==> src/rtl/s4_maxpool_2x2.sv <==
// s4_maxpool_2x2: 2x2 stride-2 max pooling of the two-channel C3 feature stream.
// Ports:
//   clk                 - single clock, all logic on posedge
//   rst                 - synchronous active-high reset (priority over c3_valid)
//   c3_valid            - input beat strobe
//   c3_out_0/c3_out_1   - unsigned channel pixels, raster order
//   s4_valid            - one-cycle strobe, pooled pixel pair valid
//   s4_out_0/s4_out_1   - pooled pixels (hold between strobes)
//   s4_last             - with s4_valid on the last pooled pixel of a frame
module s4_maxpool_2x2 #(
  parameter int unsigned DW   = 8,
  parameter int unsigned IN_W = 10,
  parameter int unsigned IN_H = 10
) (
  input  logic          clk,
  input  logic          rst,
  input  logic          c3_valid,
  input  logic [DW-1:0] c3_out_0,
  input  logic [DW-1:0] c3_out_1,
  output logic          s4_valid,
  output logic [DW-1:0] s4_out_0,
  output logic [DW-1:0] s4_out_1,
  output logic          s4_last
);

  localparam int unsigned CW  = $clog2(IN_W);
  localparam int unsigned RW  = $clog2(IN_H);
  localparam int unsigned LBN = IN_W / 2;
  localparam int unsigned LIW = (LBN > 1) ? $clog2(LBN) : 1;

  logic [CW-1:0]  col_q, col_d;
  logic [RW-1:0]  row_q, row_d;
  logic [DW-1:0]  hmax0_q, hmax0_d, hmax1_q, hmax1_d;
  logic           vld_q, vld_d, last_q, last_d;
  logic [DW-1:0]  out0_q, out0_d, out1_q, out1_d;
  logic [DW-1:0]  lb0_q [LBN];
  logic [DW-1:0]  lb1_q [LBN];

  logic           last_col_c, last_row_c, lb_we_c;
  logic [LIW-1:0] lb_idx_c;
  logic [DW-1:0]  pmax0_c, pmax1_c, lbr0_c, lbr1_c;

  // Horizontal pair max and line-buffer read for the current column pair.
  assign last_col_c = (col_q == CW'(IN_W - 1));
  assign last_row_c = (row_q == RW'(IN_H - 1));
  assign lb_idx_c   = LIW'(col_q >> 1);
  assign pmax0_c    = (c3_out_0 > hmax0_q) ? c3_out_0 : hmax0_q;
  assign pmax1_c    = (c3_out_1 > hmax1_q) ? c3_out_1 : hmax1_q;
  assign lbr0_c     = lb0_q[lb_idx_c];
  assign lbr1_c     = lb1_q[lb_idx_c];

  // Next-state: counters, horizontal hold, pooled outputs.
  always_comb begin
    col_d   = col_q;
    row_d   = row_q;
    hmax0_d = hmax0_q;
    hmax1_d = hmax1_q;
    vld_d   = 1'b0;
    last_d  = 1'b0;
    out0_d  = out0_q;
    out1_d  = out1_q;
    lb_we_c = 1'b0;
    if (c3_valid) begin
      if (!col_q[0]) begin
        hmax0_d = c3_out_0;
        hmax1_d = c3_out_1;
      end else if (!row_q[0]) begin
        lb_we_c = 1'b1;
      end else begin
        // Bottom-right pixel of the window: combine with the stored top pair.
        vld_d  = 1'b1;
        out0_d = (lbr0_c > pmax0_c) ? lbr0_c : pmax0_c;
        out1_d = (lbr1_c > pmax1_c) ? lbr1_c : pmax1_c;
        last_d = last_col_c && last_row_c;
      end
      if (last_col_c) begin
        col_d = '0;
        row_d = last_row_c ? '0 : row_q + RW'(1);
      end else begin
        col_d = col_q + CW'(1);
      end
    end
  end

  // State and output registers.
  always_ff @(posedge clk) begin
    if (rst) begin
      col_q   <= '0;
      row_q   <= '0;
      hmax0_q <= '0;
      hmax1_q <= '0;
      vld_q   <= 1'b0;
      last_q  <= 1'b0;
      out0_q  <= '0;
      out1_q  <= '0;
    end else begin
      col_q   <= col_d;
      row_q   <= row_d;
      hmax0_q <= hmax0_d;
      hmax1_q <= hmax1_d;
      vld_q   <= vld_d;
      last_q  <= last_d;
      out0_q  <= out0_d;
      out1_q  <= out1_d;
    end
  end

  // Line buffer of even-row pair maxima; always written before it is read.
  always_ff @(posedge clk) begin
    if (!rst && lb_we_c) begin
      lb0_q[lb_idx_c] <= pmax0_c;
      lb1_q[lb_idx_c] <= pmax1_c;
    end
  end

  assign s4_valid = vld_q;
  assign s4_out_0 = out0_q;
  assign s4_out_1 = out1_q;
  assign s4_last  = last_q;

endmodule

==> config.mk <==
export PLATFORM = sky130hd
export DESIGN_NAME = s4_maxpool_2x2
export DESIGN_NICKNAME = d
export VERILOG_FILES = /design/src/rtl/s4_maxpool_2x2.sv
export SDC_FILE = /design/constraint.sdc
export NUM_CORES = 1
export LEC_CHECK = 0
export BUFFER_PORTS_ARGS = -buffer_cell sky130_fd_sc_hd__buf_4
export CORE_MARGIN = 10
export CORE_UTILIZATION = 52
export DETAILED_ROUTE_END_ITERATION = 10
export PLACE_DENSITY = 0.84
export SYNTH_ARGS = -nofsm -noshare
export SYNTH_HDL_FRONTEND = slang
export SYNTH_SLANG_ARGS = --single-unit
==> constraint.sdc <==
create_clock -name clk -period 3.6 [get_ports clk]
set_input_delay 0.36 -clock clk [delete_from_list [all_inputs] [get_ports clk]]
set_output_delay 0.36 -clock clk [all_outputs]
set_load 0.02 [all_outputs]
Yosys cells after proc, flatten, opt, wreduce, memory -nomap -nowiden
Memory sizes are Yosys's and may differ from the RTL's. A register that Yosys moved wholly into a read port is not among the register bits.
Cells that the tools add are included.
{"block": "totals", "register_bits": 42, "mem_bits_rw": 80, "input_bits": 19, "out_inout_bits": 18, "elab_cells": 45, "memories": 2}
{"memory": "lb0_q", "depth": 5, "word_bits": 8, "rd": 1, "rd_clocked_by_memory_dff": 1, "wr": 1, "line": "36", "rtl": "logic [DW-1:0] lb0_q [LBN];"}
{"memory": "lb1_q", "depth": 5, "word_bits": 8, "rd": 1, "rd_clocked_by_memory_dff": 1, "wr": 1, "line": "37", "rtl": "logic [DW-1:0] lb1_q [LBN];"}
{"block": "classes", "add_sub_neg": 2, "n_lt_le_gt_ge": 4, "n_eq_ne": 2, "muxes": 16, "bitwise": 3, "n_reduce_logical": 8}
{"operator": "> comparator 8 bit", "n": 4}
{"operator": "2-to-1 mux 8 bit", "n": 4}
{"operator": "2-to-1 mux 3 bit", "n": 4}
{"operator": "adder 4 x 1 -> 4 bit (second input constant)", "n": 2}
{"operator": "== test 4 bit (second input constant)", "n": 2}
{"operator": "2-to-1 mux 4 bit", "n": 2}
{"operator": "2-to-1 mux 1 bit", "n": 6}
{"operator": "AND reduction 2 bit", "n": 2}
{"operator": "OR reduction 4 bit", "n": 1}
{"operator": "NOT 1 bit", "n": 3}
{"operator": "AND reduction 3 bit", "n": 1}
{"operator": "OR reduction 3 bit", "n": 1}
{"operator": "logical AND 1 bit", "n": 2}
{"operator": "zero test 1 bit", "n": 1}

Logic depth before layout (Yosys ltp)
Gate-level depths: netlist of run 1.
{"block": "logic_depth", "depth_word": 6, "depth_mapped": 15, "ltp_nobuf": 14}

Worst setup path after synthesis of run 1
No wires, ideal clock.
{"block": "synth_path", "path_type": "in2reg", "from": "in c3_out_0[1]", "to": "reg out0_q[0] (netlist: s4_out_0[0])", "setup_ns": 0.122, "arrival_ns": 3.243, "t_required_ns": 3.478, "path_slack_ns": 0.236, "path_stages": 14, "path_buffers": 1, "path_cell_list": "ha_1 -> nor2b_1 -> o211ai_1 -> a21oi_1 -> o32ai_4 -> mux2_2 -> ha_1 -> and4b_1 -> a211oi_1 -> o21ai_0 -> o21a_1 -> buf_1 -> nor2b_1 -> a221o_1"}
{"block": "synth_between", "elab_chain_len": 4}
{"item": "from (decl)", "line": "18", "rtl": "input logic [DW-1:0] c3_out_0,"}
{"item": "> comparator 8 bit (*)", "line": "47", "rtl": "assign pmax0_c = (c3_out_0 > hmax0_q) ? c3_out_0 : hmax0_q;"}
{"item": "2-to-1 mux 8 bit (*)", "line": "47"}
{"item": "via pmax0_c[0]", "line": "41", "rtl": "logic [DW-1:0] pmax0_c, pmax1_c, lbr0_c, lbr1_c;"}
{"item": "> comparator 8 bit", "line": "72", "rtl": "out0_d = (lbr0_c > pmax0_c) ? lbr0_c : pmax0_c;"}
{"item": "2-to-1 mux 8 bit (*)", "line": "72"}
{"item": "to (signal assigned)", "line": "103", "rtl": "out0_q <= out0_d;"}
{"item": "to (decl)", "line": "35", "rtl": "logic [DW-1:0] out0_q, out0_d, out1_q, out1_d;"}
Mark *: on every way through the listed nets, which the timed path passes. The rest lies on a longest branch.
A chain may end at the register's enable or synchronous reset.

Worst setup path after layout of run 1
{"block": "layout_path", "from": "reg hmax0_q[1]", "to": "reg out0_q[0] (netlist: s4_out_0[0])"}
{"block": "layout_between", "elab_chain_len": 4}
{"item": "from (decl)", "line": "33", "rtl": "logic [DW-1:0] hmax0_q, hmax0_d, hmax1_q, hmax1_d;"}
{"item": "from (signal assigned)", "line": "99", "rtl": "hmax0_q <= hmax0_d;"}
{"item": "> comparator 8 bit", "line": "47"}
{"item": "2-to-1 mux 8 bit (*)", "line": "47"}
{"item": "> comparator 8 bit", "line": "72"}
{"item": "2-to-1 mux 8 bit (*)", "line": "72"}
Every way passes the cells marked *; elsewhere a longest branch is shown, timed or not.

==> out/results.txt, run 1 <==
Status - finished, final reports clean
Met1 track demand over resource - 20.3%
Leakage - 2.56 nW
Top post-synthesis cells by area - edfxtp_1, dfxtp_1, ha_1
Row Count - 37
Clock buffer depth - 2
Post-synth EDFFs - 80
Comb power frac - 10.5%
Diodes inserted - 0
Total track usage - 16.4%
CP arrival - 3.86 ns
H-tree depth - 4
Largest net degree at the start of global routing - 29
CP max FO - 5
Switching part of the total - 23.5%
Busiest grt layer - met2
TNS Setup - 0 ns
Critical path data required time - 4.00 ns
Hold_ws - 0.105 ns
Cts-stage hold buffer count - 0
Ratio of cells with drive above 1 in the final layout - 27.3%
Fin. max-slew vios - 0
Top FF cell, synth - edfxtp_1
Simple-gate share of the synthesized area - 8.07%
Num CTS Buffers - 17
Synthesized instance count - 431
Mux contribution to synthesized area - 12.7%
Nets - 540
Die Wd - 124 um
WL final - 12400 um
Die height - 124 um
Initial DRC count - 234
First-pass DRT Iterations - 6
Clock skew - 0.00848 ns
P_sw - 0.855 mW
Dpl cells - 602
Final setup fails - 0
Clk network pwr share - 46.1%
Vias per cell - 5.82
Clock transition at the registers of the reported paths - 0.06 ns
IO Port Bufs - 36
Layout area overhead - 21.3%
Cell accounting for the most synthesized area - edfxtp_1
Routing usage on met3 - 3.67%
Max-Slew Margin vs Limit - 22.2%
Initial antenna violation count - 0
Top post-synthesis cells by count - edfxtp_1, dfxtp_1, nand2_1
Distinct cells, synth - 43
# DRC - 0
Final period util - 96.0%
Clk Latency, worst-skew pair - 0.52 ns
Synth warn - 0
Die ar. - 15400 um2
Synth Area in Compound Gates - 9.34%
Final Hold Viols - 0
Share of power burned in registers - 43.4%
Clock Sinks - 125
Via Count - 3714
Async set-or-reset flop fraction in the synthesized netlist - 0%
CTS Root Cell - clkbuf_8
Pwr/cell area - 531 nW/um2
# Max-Cap Violations - 0
Overall power - 3.64 mW
First-pass GRT wire length - 19400 um
Syn Nets - 482
FMAX - 289 MHz
Combinational family with the most area after synthesis - multiplexers
Syn avg cell area - 13.1 um2
Most common cell in the netlist - edfxtp_1
Filler cells - 767
Final ANT Viol Nets - 0
Worst slew pin tran - 1.16 ns
Minimum clock period - 3.46 ns
Non-Filler Instances - 638
GRT met2 Usage - 27.1%
Cell Area, Synth - 5640 um2
# IOs - 37
WL per Instance - 19.4 um
Adder-cell share of the synthesized area - 7.10%
Crit start category - register
Worst setup EP type - register
GR Overflow Total - 0
Xor/xnor cell area share of the yosys netlist - 0.466%
Detailed placer's ending HPWL - 8130 um
Starting density of the core - 53.9%
CTS tree - built
Worst VDD drop - 0.385 mV
Yosys reg bits - 125
Int Pwr - 2.78 mW
Vias in the first global route - 3806
Hold WC Path Type - in2reg
Core Area - 10500 um2
Sequential share of the synthesized area - 58.6%
CP Class - reg2reg
Routability cong. - 0.831
Post-synth top area share - 42.6%
## sequential cells by signal, indices dropped and copies added, names as in the netlist, named ones only
register / cells
s4_last: 1
s4_valid: 1
s4_out_1: 8
col_q: 4
lb1_q: 40
hmax0_q: 8
lb0_q: 40
s4_out_0: 8
hmax1_q: 8
row_q: 4
## power groups by stage
stage | combinational, mW | clock [mW] | sequential [mW]
after global placement | 0.323 | 0 | 1.61
final | 0.381 | 1.68 | 1.58
after floorplan | 0.234 | 0 | 1.60
after global routing | 0.419 | 1.74 | 1.58
after detailed placement | 0.341 | 0 | 1.61
after CTS | 0.346 | 1.68 | 1.58
## placed cells by master, fill, tap and decap left out, types with 16 or more instances in the layout
cell | synthesis | layout
nand2_1 | 40 | 40
buf_4 | 1 | 57
ha_1 | 32 | 32
inv_1 | 30 | 30
mux4_2 | 16 | 16
edfxtp_1 | 80 | 80
a21oi_1 | 30 | 30
o21ai_0 | 19 | 18
clkbuf_16 | 0 | 16
dfxtp_1 | 45 | 44
## metrics by stage
stage	util [%]	instance area (um2)	worst slack, ns
after floorplan	-	5640	0.236
after global placement	58.8	6160	0.0647
after detailed placement	58.8	6160	-0.0157
after CTS	64.4	6740	0.0678
after global routing	65.4	6840	-0.0408
final	65.4	6840	0.144
## per-layer routing
layer / wire [um] / part of all wire [%]
met3: 647 / 5.2
met5: 0 / 0
met2: 6270 / 51
met1: 5250 / 42
met4: 217 / 1.8
## kinds of logic after synthesis
logic type / after synthesis
flip-flops: 125
AND/OR/NAND/NOR: 90
AO/OA/AOI/OAI: 81
buffers and inverters: 51
multiplexers: 49
adder cells (fa/ha/maj): 32
XOR/XNOR: 3
## repair_timing
item	in CTS	in global routing
resized for setup	0	18
setup buffers	0	3
setup endpoints to repair	0	16
## layout make-up
cell class | instances | area [um2] | share of cell area [%]
Tap cell | 136 | 170 | 2.49
Inverter | 30 | 113 | 1.65
Multi-Input combinational cell | 256 | 2220 | 32.4
Clock inverter | 15 | 171 | 2.51
Clock buffer | 17 | 414 | 6.05
Sequential cell | 125 | 3300 | 48.3
Timing Repair Buffer | 59 | 450 | 6.58
## final timing paths
check	startpoint	endpoint	slack (ns)	depth (start not counted)
hold / removal	c3_out_1[4]	hmax1_q[4]	0.10	3
setup / recovery	hmax0_q[1]	s4_out_0[0]	0.14	15
hold reg to reg	hmax1_q[3]	hmax1_q[3]	0.47	2
setup reg to reg	hmax0_q[1]	s4_out_0[0]	0.14	15
## critical path, cell delays in order, from the launching register on
cell and delay (ns):
dfxtp_2 0.36, inv_1 0.05, ha_1 0.29, nor2b_1 0.13
o211ai_1 0.17, a21oi_1 0.13, o32ai_4 0.38, buf_6 0.16
buf_4 0.11, mux2i_2 0.25, ha_1 0.30, and4b_1 0.18
a211oi_1 0.22, o21ai_1 0.12, o21a_2 0.17, a221o_1 0.32
(Power assumes the default switching activity.)
==> run 2: changes to the inputs <==
--- a/config.mk
+++ b/config.mk
@@ -8,8 +8,9 @@
 export BUFFER_PORTS_ARGS = -buffer_cell sky130_fd_sc_hd__buf_4
 export CORE_MARGIN = 10
 export CORE_UTILIZATION = 52
+export CTS_CLUSTER_DIAMETER = 50
 export DETAILED_ROUTE_END_ITERATION = 10
-export PLACE_DENSITY = 0.84
+export PLACE_DENSITY = 0.73
 export SYNTH_ARGS = -nofsm -noshare
 export SYNTH_HDL_FRONTEND = slang
 export SYNTH_SLANG_ARGS = --single-unit
==> out/results.txt, run 2 (synthesis gave the netlist of run 1 again) <==
Sink of the worst hold path - hmax1_q[4]
CP max FO - 5 (unchanged)
Reg2Reg Launch Point - hmax0_q[1]
Filler cells - 791 (+3.1%)
Status - finished, final reports clean
Die Wd - 124 um (unchanged)
Die height - 124 um (unchanged)
Core Area - 10500 um2 (unchanged)
Hold Path Cell Cnt - 3 (unchanged)
Worst VDD drop - 0.383 mV (-0.54%)
First-pass GRT wire length - 19400 um (-0.36%)
Hold WC Path Type - in2reg
CP arrival - 3.96 ns (+0.10 ns)
Setup WS post-layout - 0.0325 ns (-0.112 ns)
FF-to-FF path depth - 16 (+1)
CTS tree - built
Ratio of cells with drive above 1 in the final layout - 26.1% (-1.2 points)
Final Hold Viols - 0 (unchanged)
Worst slew pin tran - 1.23 ns (+0.0652 ns)
Worst setup EP type - register
Biggest regs - lb0_q: 40 flops, lb1_q: 40 flops
# IOs - 37 (unchanged)
TNS Setup - 0 ns (unchanged)
Reg-to-reg critical path endpoint - s4_out_0[6]
Num CTS Buffers - 17 (unchanged)
# DRC - 0 (unchanged)
Hold Crit Start - c3_out_1[4]
Crit start category - register
CTS Root Cell - clkbuf_8
First-pass DRT Iterations - 6 (unchanged)
Via Count - 3664 (-1.3%)
Area of the multi-input gates - 2190 um2 (-1.3%)
DP Worst Slack - -0.0339 ns (-0.0182 ns)
Most frequent cells in the layout - edfxtp_1, buf_4, dfxtp_1
Final setup fails - 0 (unchanged)
IO Port Bufs - 36 (unchanged)
CP Class - reg2reg
Die ar. - 15400 um2 (unchanged)
Clock Sinks - 125 (unchanged)
Detailed placer's ending HPWL - 8140 um (about the same)
Largest net degree at the start of global routing - 29 (unchanged)
Clk Latency, worst-skew pair - 0.52 ns (about the same)
FF/Latch Area - 3300 um2 (unchanged)
Row Count - 37 (unchanged)
FMAX - 280 MHz (-3.1%)
Fin. max-slew vios - 0 (unchanged)
Leakage - 2.53 nW (-1.0%)
Starting density of the core - 53.9% (unchanged)
Initial antenna violation count - 0 (unchanged)
Minimum clock period - 3.57 ns (+0.112 ns)
# Max-Cap Violations - 0 (unchanged)
Diodes inserted - 0 (unchanged)
Critical path data required time - 4.00 ns (about the same)
Final period util - 99.1% (+3.1 points)
Clock buffer depth - 2 (unchanged)
Commonest non-fill, non-tap cell in the layout - edfxtp_1
Pwr/cell area - 498 nW/um2 (-6.3%)
Reg2Reg Setup Slack - 0.03 ns (-0.11 ns)
H-tree depth - 4 (unchanged)
Final ANT Viol Nets - 0 (unchanged)
Clock skew - 0.0109 ns (+0.00247 ns)
Routability cong. - 0.875 (+5.4%)
GR Overflow Total - 0 (unchanged)
Vias per cell - 5.74 (-1.3%)
Vias in the first global route - 3703 (-2.7%)
Clock transition at the registers of the reported paths - 0.06 ns (about the same)
WL final - 12300 um (-1.0%)
WL per Instance - 19.2 um (-1.0%)
Max-Slew Margin vs Limit - 17.9% (-4.4 points)
Nets - 540 (unchanged)
Layout area overhead - 19.3%
Initial DRC count - 281 (+20%)
Cts-stage hold buffer count - 0 (unchanged)
Total track usage - 16.5% (+0.022 points)
run 2: cell types whose count changed in the layout (fill, tap and decap cells not counted), moves of 3 or more:
cell	before	now
clkinv_4	3	0
clkinvlp_4	4	1
bufinv_16	3	0
clkbuf_1	0	4
clkinv_2	1	7
run 2: cell type report:
type                            count  area share [%]
Clock buffer                       21            6.38
Clock inverter                     11           0.800
Inverter                           30            1.67
Multi-Input combinational cell    256            32.5
Sequential cell                   125            49.1
Tap cell                          136            2.53
Timing Repair Buffer               59            6.96
run 2: through the flow:
step	instances	util [%]	hold slack [ns]	instance area [um2]	power, mW
floorplan	431	-	0.449	5640	1.84
global placement	603	58.9	0.458	6160	1.94
detailed placement	603	58.9	0.465	6160	1.95
CTS	635	63.5	0.0882	6650	3.33
global route	638	64.3	0.0958	6730	3.47
finish	638	64.3	0.104	6730	3.35
run 2: critical path, cell delays in order, from the launching register on:
cell      delay (ns)
dfxtp_2         0.36
inv_1           0.06
ha_1            0.29
nor2b_1         0.13
o211ai_1        0.16
a21oi_1         0.13
o32ai_4         0.31
buf_12          0.17
mux2i_2         0.28
ha_1            0.31
and4b_1         0.19
a211oi_1        0.28
o21ai_1         0.14
o21a_2          0.18
buf_4           0.15
a32oi_1         0.20
o21ai_1         0.09
run 2: layer usage:
layer / track usage [%] / vias up / share of wire (%)
met5: 0 / - / 0
met4: 5.54 / 0 / 1.2
met3: 4.12 / 16 / 5.1
met2: 27.3 / 107 / 50
met1: 20.7 / 1804 / 43
li1: - / 1737 / -
run 2: worst max-delay path by stage:
stage / from / end / slack [ns] / cells past startpoint
6_report: hmax0_q[1] / s4_out_0[6] / 0.03 / 16
5_1_grt: hmax0_q[1] / s4_out_0[6] / -0.06 / 16
4_1_cts: hmax0_q[1] / s4_out_0[4] / 0.02 / 14
3_5_place_dp: c3_out_0[1] / s4_out_0[4] / -0.03 / 14
3_3_place_gp: c3_out_0[1] / s4_out_0[4] / 0.10 / 15
2_1_floorplan: c3_out_0[1] / s4_out_0[0] / 0.24 / 14
run 2: what timing repair did:
item	CTS	global route
buffers inserted	0	2
resized for setup	0	14
endpoints found under the hold margin	0	0
setup endpoints to repair	0	16
run 2: where the power goes:
part / total (mW) / switching [mW] / internal [mW]
clock: 1.39 / 0.564 / 0.825
sequential: 1.58 / 0.0142 / 1.57
combinational: 0.381 / 0.213 / 0.168
total: 3.35 / 0.791 / 2.56
